<file path="src/rtl/wb_mem_if_pkg.sv">
// Shared definitions for wb_mem_if: FSM state encodings and the zero word.
package wb_mem_if_pkg;

    typedef enum logic [1:0] {
        StIdle      = 2'd0,
        StBusy      = 2'd1,
        StWaitStall = 2'd2
    } state_e;

    localparam logic [31:0] ZeroWord = 32'h0000_0000;

endpackage

</file>
<file path="src/rtl/wb_mem_if.sv">
// Pipeline-to-Wishbone memory bridge; one instance per instruction or data port.
// Optional bus timeout abort is enabled by defining WB_TIMEOUT_EN.
module wb_mem_if
    import wb_mem_if_pkg::*;
#(
    parameter int unsigned TIMEOUT_CYCLES = 16
) (
    input  logic        clk,
    input  logic        rst,
    input  logic        cpu_ce_i,
    input  logic        cpu_we_i,
    input  logic [31:0] cpu_addr_i,
    input  logic [3:0]  cpu_sel_i,
    input  logic [31:0] cpu_data_i,
    output logic [31:0] cpu_data_o,
    input  logic        stall_i,
    input  logic        flush_i,
    output logic        stall_req_o,
    output logic        bus_err_o,
    output logic [31:0] wb_addr_o,
    output logic [31:0] wb_data_o,
    output logic [3:0]  wb_sel_o,
    output logic        wb_we_o,
    output logic        wb_stb_o,
    output logic        wb_cyc_o,
    input  logic [31:0] wb_data_i,
    input  logic        wb_ack_i
);

    state_e      state_q, state_d;
    logic [31:0] addr_q, addr_d;
    logic [31:0] wdata_q, wdata_d;
    logic [3:0]  sel_q, sel_d;
    logic        we_q, we_d;
    logic        cyc_q, cyc_d;
    logic [31:0] rd_buf_q, rd_buf_d;
    logic        timeout;

`ifdef WB_TIMEOUT_EN
    localparam int unsigned CntW = $clog2(TIMEOUT_CYCLES + 1);
    logic [CntW-1:0] cnt_q;

    // A flush or a real ack takes priority over the timeout abort.
    assign timeout   = (state_q == StBusy) && !flush_i && !wb_ack_i &&
                       (cnt_q == CntW'(TIMEOUT_CYCLES - 1));
    assign bus_err_o = timeout;

    always_ff @(posedge clk or negedge rst) begin
        if (!rst) begin
            cnt_q <= '0;
        end else if (state_q == StBusy && state_d == StBusy) begin
            cnt_q <= cnt_q + 1'b1;
        end else begin
            cnt_q <= '0;
        end
    end
`else
    logic unused_cfg;
    assign unused_cfg = ^TIMEOUT_CYCLES;
    assign timeout    = 1'b0;
    assign bus_err_o  = 1'b0;
`endif

    always_comb begin
        state_d     = state_q;
        addr_d      = addr_q;
        wdata_d     = wdata_q;
        sel_d       = sel_q;
        we_d        = we_q;
        cyc_d       = cyc_q;
        rd_buf_d    = rd_buf_q;
        cpu_data_o  = ZeroWord;
        stall_req_o = 1'b0;

        unique case (state_q)
            StIdle: begin
                stall_req_o = cpu_ce_i & ~flush_i;
                if (cpu_ce_i && !flush_i) begin
                    addr_d  = cpu_addr_i;
                    wdata_d = cpu_data_i;
                    sel_d   = cpu_sel_i;
                    we_d    = cpu_we_i;
                    cyc_d   = 1'b1;
                    state_d = StBusy;
                end
            end
            StBusy: begin
                if (flush_i) begin
                    addr_d  = ZeroWord;
                    wdata_d = ZeroWord;
                    sel_d   = 4'h0;
                    we_d    = 1'b0;
                    cyc_d   = 1'b0;
                    state_d = StIdle;
                end else if (wb_ack_i || timeout) begin
                    // A timeout completes like an ack carrying zero data.
                    cpu_data_o = wb_ack_i ? wb_data_i : ZeroWord;
                    rd_buf_d   = wb_ack_i ? wb_data_i : ZeroWord;
                    addr_d     = ZeroWord;
                    wdata_d    = ZeroWord;
                    sel_d      = 4'h0;
                    we_d       = 1'b0;
                    cyc_d      = 1'b0;
                    state_d    = stall_i ? StWaitStall : StIdle;
                end else begin
                    stall_req_o = 1'b1;
                end
            end
            StWaitStall: begin
                cpu_data_o = rd_buf_q;
                if (flush_i || !stall_i) begin
                    state_d = StIdle;
                end
            end
            default: begin
                state_d = StIdle;
            end
        endcase
    end

    always_ff @(posedge clk or negedge rst) begin
        if (!rst) begin
            state_q  <= StIdle;
            addr_q   <= ZeroWord;
            wdata_q  <= ZeroWord;
            sel_q    <= 4'h0;
            we_q     <= 1'b0;
            cyc_q    <= 1'b0;
            rd_buf_q <= ZeroWord;
        end else begin
            state_q  <= state_d;
            addr_q   <= addr_d;
            wdata_q  <= wdata_d;
            sel_q    <= sel_d;
            we_q     <= we_d;
            cyc_q    <= cyc_d;
            rd_buf_q <= rd_buf_d;
        end
    end

    assign wb_addr_o = addr_q;
    assign wb_data_o = wdata_q;
    assign wb_sel_o  = sel_q;
    assign wb_we_o   = we_q;
    assign wb_cyc_o  = cyc_q;
    assign wb_stb_o  = cyc_q;

endmodule

</file>
<file path="config.mk">
export PLATFORM = sky130hd
export DESIGN_NAME = wb_mem_if
export DESIGN_NICKNAME = d
export VERILOG_FILES = /design/src/rtl/wb_mem_if_pkg.sv /design/src/rtl/wb_mem_if.sv
export SDC_FILE = /design/constraint.sdc
export NUM_CORES = 1
export LEC_CHECK = 0
export BUFFER_PORTS_ARGS = -buffer_cell sky130_fd_sc_hd__buf_2
export CORE_ASPECT_RATIO = 0.6
export CORE_UTILIZATION = 40
export DETAILED_ROUTE_END_ITERATION = 7
export PLACE_DENSITY = 0.71
export SLEW_MARGIN = 20
export SYNTH_ARGS = -nofsm -noshare
export SYNTH_HDL_FRONTEND = slang
export SYNTH_SLANG_ARGS = --single-unit
</file>
<file path="constraint.sdc">
create_clock -name clk -period 5.26 [get_ports clk]
set_input_delay 0.526 -clock clk [delete_from_list [all_inputs] [get_ports clk]]
set_output_delay 0.526 -clock clk [all_outputs]
set_load 0.01 [all_outputs]
</file>
==> impl_metrics.py, run 1 <==
metrics = {
    "synth": {
        "synthArstFlopShare_pct": 100.0,
        "syn_area_per_cell_sq_um": 10.97,
        "syn_inst": 398,
        "ys_ff_latch": 104,
        "synth-seq-area-share_pct": 59.63,
        "synth_edf_count": 0,
        "synth.distinct_cells": 30,
        "netlist_area_sq_um": 4364,
        "synth_ff_type": "dfrtp_1",
        "syn_nets": 511,
        "yosysWarnings": 0,
    },
    "placement": {
        "port_buffers": 210,
        "hpwl_microns": 7342,
        "gp_congestion": 0.8057,
        "place_inst": 719,
    },
    "global_routing": {
        "grt_pass1_vias": 3547,
        "grt_pass1_wl_microns": 16970,
        "grt.total_usage_pct": 19.00,
        "grt_max_degree": 70,
        "grt_antenna_before_repair": 0,
        "overflow": 0,
    },
    "power_and_ir_drop": {
        "pwr-share-clk_pct": 19.7,
        "switchingPower_mw": 1.259,
        "power.share.sequential_pct": 38.9,
        "switching_share_pct": 36.79,
        "finalPower_mw": 3.421,
        "intPower_mw": 2.162,
        "combPwrFrac_pct": 41.4,
        "vdd_drop_max_mv": 0.3405,
        "p_leak_nw": 3.142,
        "power_density_nw_per_um2": 593.4,
    },
    "sta": {
        "hold_viol_final": 0,
        "fmax_mhz": 336.6,
        "min_period_ns": 2.971,
        "tns_ns": 0,
        "worst_pin_slew_ns": 0.8674,
        "rsz0062_at_grt": "false",
        "slew_viol_final": 0,
        "slew_headroom_pct": 42.17,
        "fin_skew_ns": 0.005556,
        "fin_crit_sh_pct": 56.48,
        "setup_viol": 0,
    },
    "detailed_routing": {
        "wirelength_microns": 10760,
        "drtAntennaViolNets": 0,
        "vias": 3667,
        "routed_via_density": 4.989,
        "drt_iter0_markers": 186,
        "avgRoutedWirePerCell_microns": 14.64,
        "dr.pass1.iters": 4,
        "drc": 0,
    },
    "critical_path": {
        "cp-end-kind": "output pin",
        "criticalPathCategory": "flop to output pin",
        "reg2reg_slack_ns": 3.17,
        "ff2ff_path_depth": 6,
        "worstSetupStartpointType": "flop",
        "rr_endpoint": "wb_data_o[26]",
        "cp_max_fo": 32,
        "crit_start": "state_q[1]",
        "worstPathRequired_ns": 4.73,
        "r2r-start": "state_q[1]",
        "arrival_ns": 2.44,
        "crit_path_end": "cpu_data_o[21]",
    },
    "finish": {
        "instances_no_fill": 735,
        "area_delta_synth_final_pct": 32.11,
        "num-nets-final": 704,
        "multi_input_area_sq_um": 1602,
        "diodes": 0,
        "fillers": 939,
        "seq_area_sq_um": 2603,
        "drive_gt1_share_pct": 39.43,
    },
    "cts": {
        "clkSinkCount": 104,
        "cts_max_level": 3,
        "clockBufferDepth": 2,
        "postCtsSetupBuffers": 0,
        "clk_pin_slew_ns": 0.07,
        "cts_made_buffers": 9,
        "tritoncts": "done",
        "cts_resized": 0,
        "cts_hold_buf": 0,
        "clock_latency_ns": 0.34,
        "clockRootBuffer": "clkbuf_16",
    },
    "die": {
        "dieArea_sq_um": 11350,
        "coreArea_sq_um": 10600,
        "initial_core_util_pct": 41.19,
        "rows": 29,
        "io_pins": 212,
        "fp.dieH_microns": 82.91,
        "die_x_microns": 136.9,
    },
    "status": {
        "status": "complete, no violations",
    },
    "run": {
        "cap_viol_max_count": 0,
    },
    "worst_hold_path": {
        "hold_path_class": "primary input to async pin",
    },
}
[layout by cell type (no fill, tap or decap), types with 3 or more instances in the layout]
| cell type | instances |
|---|---|
| buf_2 | 209 |
| ha_1 | 5 |
| a21boi_1 | 6 |
| clkbuf_16 | 9 |
| dfrtp_1 | 104 |
| a21boi_0 | 27 |
| nand3b_1 | 3 |
| inv_1 | 3 |
| a22o_1 | 69 |
| buf_4 | 4 |
| inv_6 | 3 |
| nand2_1 | 129 |
[registers in the layout (all words and copies together) (netlist names)]
name       flops
rd_buf_q      32
state_q        2
wb_addr_o     32
wb_cyc_o       1
wb_data_o     32
wb_sel_o       4
wb_we_o        1
[through the flow]
step / cell area, sq um / utilization, % / worst slack (ns) / hold slack, ns
after detailed placement: 5464 / 51.57 / 2.271 / 0.4624
final: 5766 / 54.42 / 2.289 / 0.1865
after global routing: 5766 / 54.42 / 2.140 / 0.2272
after floorplan: 4364 / - / 3.156 / 0.2304
after global placement: 5455 / 51.49 / 2.349 / 0.4570
after CTS: 5764 / 54.40 / 1.886 / 0.2057
[Yosys cell counts (2+ instances only)]
master    number  area (sq um)
and3b_1        2         17.52
a21boi_1       6         45.04
nand2b_1       2         12.51
dfrtp_1      104          2603
clkbuf_1      15         56.30
a21boi_0      27         202.7
buf_6          3         33.78
buf_4          5         37.54
ha_1           6         75.07
a21o_1         2         15.01
nand2_1      129         484.2
inv_1          3         11.26
buf_2          7         35.03
a22o_1        69         604.3
nand3b_1       3         22.52
[power groups by stage]
stage | clock network (mW) | logic [mW] | registers [mW]
2_1_floorplan | 0 | 0.876 | 1.43
3_3_place_gp | 0 | 1.40 | 1.33
3_5_place_dp | 0 | 1.44 | 1.33
4_1_cts | 0.690 | 1.43 | 1.33
5_1_grt | 0.725 | 1.56 | 1.38
6_report | 0.675 | 1.42 | 1.33
[final cells by class]
| class | instances | share of cell area, % |
|---|---|---|
| clock buffer | 9 | 3.906 |
| clock inverter | 7 | 1.302 |
| inverter | 3 | 0.1953 |
| multi-input combinational | 260 | 27.78 |
| sequential | 104 | 45.14 |
| tap | 139 | 3.016 |
| timing repair buffer | 213 | 18.66 |
[routing by layer]
| layer | wire length (microns) | track usage (%) |
|---|---|---|
| met1 | 5146 | 25.54 |
| met2 | 4806 | 30.32 |
| met3 | 738 | 5.495 |
| met4 | 67 | 4.496 |
| met5 | 0 | 0 |
[worst min path at each step]
stage                 start            to  slack, ns  cells past startpoint
2_1_floorplan           rst   rd_buf_q[0]       0.23                      0
3_5_place_dp   rd_buf_q[26]  rd_buf_q[26]       0.46                      2
4_1_cts                 rst  rd_buf_q[17]       0.21                      1
3_3_place_gp    rd_buf_q[8]   rd_buf_q[8]       0.46                      2
5_1_grt                 rst  rd_buf_q[17]       0.23                      1
6_report                rst  rd_buf_q[17]       0.19                      1
[logic make-up after synthesis]
family	count (synthesis)	synth area share, %
other cells	1	0.08593
flops	104	59.63
fa+ha+maj	6	1.720
simple gates	142	13.42
mux	1	0.2580
buf+inv	34	4.100
compound gates	110	20.79
[critical path, cell delays in order, from the launching register on]
cell and delay (ns):
dfrtp_1 0.40, inv_1 0.14, ha_1 0.31, and3b_2 0.64
nand2_1 0.14, a21boi_0 0.27, buf_2 0.19
Note: power is estimated with default switching activity, not from simulation.
==> inputs of run 2 (changes only) <==
ABC_AREA = 1   (was not set)
PLACE_DENSITY = 0.68   (was 0.71)
clock period = 2.9 ns   (was 5.26 ns; I/O delays follow)
==> impl_metrics.py, run 2 <==
metrics = {
    "global_routing": {
        "grt_pass1_wl_microns": 22450,
        "grt.total_usage_pct": 20.45,
        "grt_max_degree": 75,
        "grt_antenna_before_repair": 0,
        "grt_pass1_vias": 4496,
        "overflow": 0,
    },
    "critical_path": {
        "cp_max_fo": 32,
        "rr_endpoint": "wb_addr_o[2]",
        "critPathSlowestCell": "dfrtp_1",
        "worstPathCellList": "inv_1, ha_2, nand3_2, inv_2, nand2_1, a21oi_1, buf_2",
        "worstPathRequired_ns": 2.61,
        "worstSetupStartpointType": "flop",
        "criticalPathCategory": "flop to output pin",
        "r2r-start": "state_q[0]",
        "arrival_ns": 2.10,
        "ff2ff_path_depth": 7,
        "critPathMaxStageDelay_ns": 0.41,
        "reg2reg_slack_ns": 0.83,
        "crit_family": "buffers and inverters",
        "critPathBufInv": 3,
        "cp-end-kind": "output pin",
    },
    "die": {
        "fp.dieH_microns": 90.51,
        "io_pins": 212,
        "rows": 31,
        "initial_core_util_pct": 42.21,
        "die_x_microns": 149.5,
        "dieArea_sq_um": 13530,
        "coreArea_sq_um": 12370,
    },
    "cts": {
        "cts_max_level": 3,
        "cts_resized": 0,
        "tritoncts": "done",
        "clkSinkCount": 104,
        "cts_made_buffers": 9,
        "clockRootBuffer": "clkbuf_16",
        "clk_pin_slew_ns": 0.07,
        "cts_hold_buf": 0,
        "postCtsSetupBuffers": 0,
        "clock_latency_ns": 0.33,
        "clockBufferDepth": 2,
    },
    "placement": {
        "port_buffers": 210,
        "hpwl_microns": 9183,
        "place_area_sq_um": 6316,
        "gp_congestion": 0.7941,
    },
    "worst_hold_path": {
        "hold_path_class": "primary input to async pin",
    },
    "detailed_routing": {
        "vias": 4964,
        "routed_via_density": 4.728,
        "dr.pass1.iters": 5,
        "drc": 0,
        "wirelength_microns": 13770,
        "drtAntennaViolNets": 0,
        "avgRoutedWirePerCell_microns": 13.11,
        "drt_iter0_markers": 319,
    },
    "power_and_ir_drop": {
        "vdd_drop_max_mv": 0.7322,
        "power_density_nw_per_um2": 1040,
        "finalPower_mw": 6.892,
        "p_leak_nw": 4.024,
    },
    "synth": {
        "syn_nets": 815,
        "synth_ff_type": "dfrtp_1",
        "syn_inst": 702,
        "yosysWarnings": 0,
        "synthTopCellsByArea": "dfrtp_1, nand2_1, nand4_1, inv_1, nor2_1",
        "synth_edf_count": 0,
        "syn_area_per_cell_sq_um": 7.439,
        "synth_top_area_share_pct": 49.83,
        "synthArstFlopShare_pct": 100.0,
        "synth.distinct_cells": 19,
        "netlist_area_sq_um": 5223,
        "synth_top_area_cell": "dfrtp_1",
        "yosysMostFrequentCell": "nand2_1",
        "ys_ff_latch": 104,
        "synth-seq-area-share_pct": 49.83,
        "synth_common_cells": "nand2_1, dfrtp_1, inv_1",
    },
    "sta": {
        "setup_viol": 0,
        "fin_crit_sh_pct": 82.36,
        "fmax_mhz": 418.7,
        "holdWs_ns": -0.01713,
        "fin_skew_ns": 0.007484,
        "worst_pin_slew_ns": 0.8033,
        "tns_ns": 0,
        "slew_viol_final": 0,
        "slew_headroom_pct": 46.45,
        "min_period_ns": 2.388,
        "rsz0062_at_grt": "false",
        "hold_viol_final": 17,
    },
    "finish": {
        "final_cell_mix": "nand2_1, buf_2, dfrtp_1, inv_1, nor2_1",
        "diodes": 0,
        "drive_gt1_share_pct": 27.46,
        "final_area_sq_um": 6626,
        "area_delta_synth_final_pct": 26.88,
        "final_common_cell": "nand2_1",
        "num-nets-final": 994,
    },
    "run": {
        "cap_viol_max_count": 0,
    },
    "status": {
        "status": "finished with violations",
        "violations": "hold timing",
    },
}
[run 2: cell types whose count changed in the layout (fill, tap and decap cells not counted), sizes merged, moves of 3 or more]
cell,change
a21oi,+30
buf,+8
inv,+72
a22o,-69
nand4,+72
nand3b,-3
a21boi,-33
nand3,+5
nand2,+148
nor2,+72
[run 2: area by class of cell]
class / instances / area, sq um
fill: 1232 / 5747
sequential: 104 / 2603
multi-input combinational: 468 / 2057
timing repair buffer: 221 / 1161
inverter: 77 / 289.0
clock buffer: 10 / 229.0
tap: 165 / 206.4
clock inverter: 5 / 81.33
[run 2: per-layer routing]
metal | vias to the layer above | global-route usage (%) | share of wire, %
met5 | - | 0 | 0
met2 | 179 | 28.20 | 41
met4 | 0 | 3.827 | 0.41
met1 | 2244 | 32.59 | 52
li1 | 2537 | - | -
met3 | 4 | 3.939 | 6.5
[run 2: worst max-delay path by stage]
stage / start / to / slack, ns / cells after the start
finish: state_q[1] / cpu_data_o[24] / 0.51 / 7
global route: state_q[1] / cpu_data_o[12] / 0.26 / 7
CTS: state_q[1] / cpu_data_o[12] / 0.47 / 7
detailed placement: state_q[1] / stall_req_o / 0.84 / 6
global placement: state_q[1] / cpu_data_o[12] / 0.84 / 7
floorplan: state_q[1] / cpu_data_o[0] / 1.16 / 8
[run 2: where the power goes]
part	internal (mW)	switching, mW
sequential	2.08	0.350
combinational	1.08	2.11
clock	0.754	0.514
[run 2: per-stage QoR]
| step | std cells | util [%] | hold slack, ns | setup WS (ns) |
|---|---|---|---|---|
| 2_1_floorplan | 702 | - | -0.005591 | 1.160 |
| 5_1_grt | 1050 | 53.55 | 0.02679 | 0.2648 |
| 6_report | 1050 | 53.55 | -0.01713 | 0.5117 |
| 3_3_place_gp | 1035 | 51.05 | 0.3639 | 0.8440 |
| 4_1_cts | 1050 | 53.55 | 0.004089 | 0.4690 |
| 3_5_place_dp | 1035 | 51.05 | 0.3692 | 0.8438 |
[run 2: worst register-to-register path: cells and delay by family (launching register included)]
| family | cells | cell delay [ns] |
|---|---|---|
| adder cells (fa/ha/maj) | 1 | 0.23 |
| flip-flops | 1 | 0.42 |
| buffers and inverters | 2 | 0.56 |
| AND/OR/NAND/NOR | 4 | 0.76 |
[run 2: kinds of logic (layout without fill, tap and decap cells)]
family / after synthesis / after routing / share of synthesized area (%)
AND/OR/NAND/NOR: 428 / 428 / 34.62
buffers and inverters: 130 / 313 / 10.88
flip-flops: 104 / 104 / 49.83
AO/OA/AOI/OAI: 33 / 33 / 3.162
adder cells (fa/ha/maj): 6 / 6 / 1.437
other: 1 / 1 / 0.07180
==> inputs of run 3 (changes only) <==
clock period = 2.22 ns   (was 2.9 ns; I/O delays follow)
==> impl_metrics.py, run 3 (same netlist as run 2, synthesis figures left out) <==
metrics = {
    "status": {
        "status": "complete, no violations",
    },
    "critical_path": {
        "crit_path_end": "cpu_data_o[10]",
        "rr_endpoint": "wb_addr_o[31]",
        "critPathBufInv": 4,
        "reg2reg_slack_ns": 0.45,
        "criticalPathCategory": "flop to output pin",
        "cp_max_fo": 32,
        "cp_common_cell": "inv_2",
        "cp-end-kind": "output pin",
        "critPathSlowestCell": "dfrtp_1",
        "worstPathRequired_ns": 2.00,
        "worstSetupStartpointType": "flop",
        "path_depth": 8,
        "arrival_ns": 1.87,
        "crit_family": "buffers and inverters",
        "crit_start": "state_q[1]",
        "r2r-start": "state_q[0]",
        "critPathMaxStageDelay_ns": 0.42,
        "worstPathCellList": "inv_2, ha_2, nand3_2, inv_2, buf_12, nand2_1, a21oi_1, buf_2",
        "ff2ff_path_depth": 7,
    },
    "detailed_routing": {
        "dr.pass1.iters": 4,
        "vias": 5030,
        "drtAntennaViolNets": 0,
        "drc": 0,
        "routed_via_density": 4.745,
        "avgRoutedWirePerCell_microns": 13.32,
        "wirelength_microns": 14120,
        "drt_iter0_markers": 261,
    },
    "finish": {
        "multi_input_area_sq_um": 2057,
        "final_common_cell": "nand2_1",
        "instances_no_fill": 1060,
        "diodes": 0,
        "fillers": 1184,
        "finish.utilization_pct": 54.10,
        "seq_area_sq_um": 2603,
        "area_delta_synth_final_pct": 28.17,
        "final_area_sq_um": 6694,
        "drive_gt1_share_pct": 28.38,
        "num-nets-final": 1003,
        "final_cell_mix": "nand2_1, buf_2, dfrtp_1, inv_1, nor2_1",
    },
    "worst_hold_path": {
        "hold_path_class": "primary input to flop",
    },
    "die": {
        "coreArea_sq_um": 12370,
        "dieArea_sq_um": 13530,
        "fp.dieH_microns": 90.51,
        "initial_core_util_pct": 42.21,
        "die_x_microns": 149.5,
        "io_pins": 212,
        "rows": 31,
    },
    "sta": {
        "holdWs_ns": 0.09061,
        "worst_pin_slew_ns": 0.5235,
        "fin_skew_ns": 0.004827,
        "fmax_mhz": 478.8,
        "slew_headroom_pct": 65.10,
        "hold_viol_final": 0,
        "min_period_ns": 2.089,
        "fin_crit_sh_pct": 94.09,
        "timing.final.ws_setup_ns": 0.1312,
        "tns_ns": 0,
        "rsz0062_at_grt": "false",
        "slew_viol_final": 0,
        "setup_viol": 0,
    },
    "power_and_ir_drop": {
        "finalPower_mw": 8.994,
        "power_density_nw_per_um2": 1344,
        "p_leak_nw": 4.064,
        "vdd_drop_max_mv": 0.6226,
    },
    "global_routing": {
        "grt_max_degree": 54,
        "grt_antenna_before_repair": 0,
        "overflow": 0,
        "grt_pass1_vias": 4618,
        "grt_pass1_wl_microns": 23200,
        "grt.total_usage_pct": 21.45,
    },
    "cts": {
        "clock_latency_ns": 0.34,
        "postCtsSetupBuffers": 0,
        "cts_made_buffers": 9,
        "tritoncts": "done",
        "clkSinkCount": 104,
        "clockBufferDepth": 2,
        "clockRootBuffer": "clkbuf_16",
        "cts_max_level": 3,
        "clk_pin_slew_ns": 0.07,
    },
    "placement": {
        "place_inst": 1043,
        "port_buffers": 210,
        "gp_congestion": 0.8179,
        "place_area_sq_um": 6401,
        "dp_slack_ns": 0.4801,
        "hpwl_microns": 9591,
    },
    "run": {
        "cap_viol_max_count": 0,
    },
}
-- run 3: cell types whose count changed in the layout (fill, tap and decap cells not counted), sizes merged --
| cell | change |
|---|---|
| clkinv | +3 |
| buf | +8 |
| bufinv | -2 |
| dlygate4sd3 | +1 |
-- run 3: cell type report --
cell class                      instances  share of cell area, %
Tap cell                              165                  3.084
Clock inverter                          6                 0.6542
Timing Repair Buffer                  230                  18.77
Clock buffer                           10                  3.570
Sequential cell                       104                  38.88
Multi-Input combinational cell        468                  30.73
Inverter                               77                  4.318
-- run 3: worst min path at each step --
stage / slack [ns] / cells past startpoint / to / start
after detailed placement: 0.24 / 1 / rd_buf_q[20] / rst
final: 0.09 / 3 / rd_buf_q[21] / wb_data_i[21]
after floorplan: -0.07 / 0 / rd_buf_q[0] / rst
after global placement: 0.23 / 1 / rd_buf_q[22] / rst
after CTS: 0.08 / 3 / rd_buf_q[21] / wb_data_i[21]
after global routing: 0.09 / 3 / rd_buf_q[24] / wb_data_i[24]
-- run 3: metal layers --
metal / GRT usage, % / wire length [microns]
met4: 4.592 / 140
met1: 32.47 / 7146
met2: 31.17 / 5937
met3: 4.394 / 894
met5: 0 / 0
-- run 3: repair_timing --
action | in CTS | in global routing
hold endpoints to repair | 36 | 0
setup endpoints to repair | 0 | 16
hold buffers | 1 | 0
resized for setup | 0 | 1
-- run 3: where the power goes --
part | switching [mW] | total, mW | internal [mW]
registers | 0.455 | 3.18 | 2.72
clock network | 0.707 | 1.50 | 0.796
logic | 2.81 | 4.32 | 1.51
total | 3.97 | 8.99 | 5.03
-- run 3: tightest hold or removal path: cells and delay by family --
family,cells,cell delay (ns)
buf+inv,1,0.07
simple gates,2,0.10
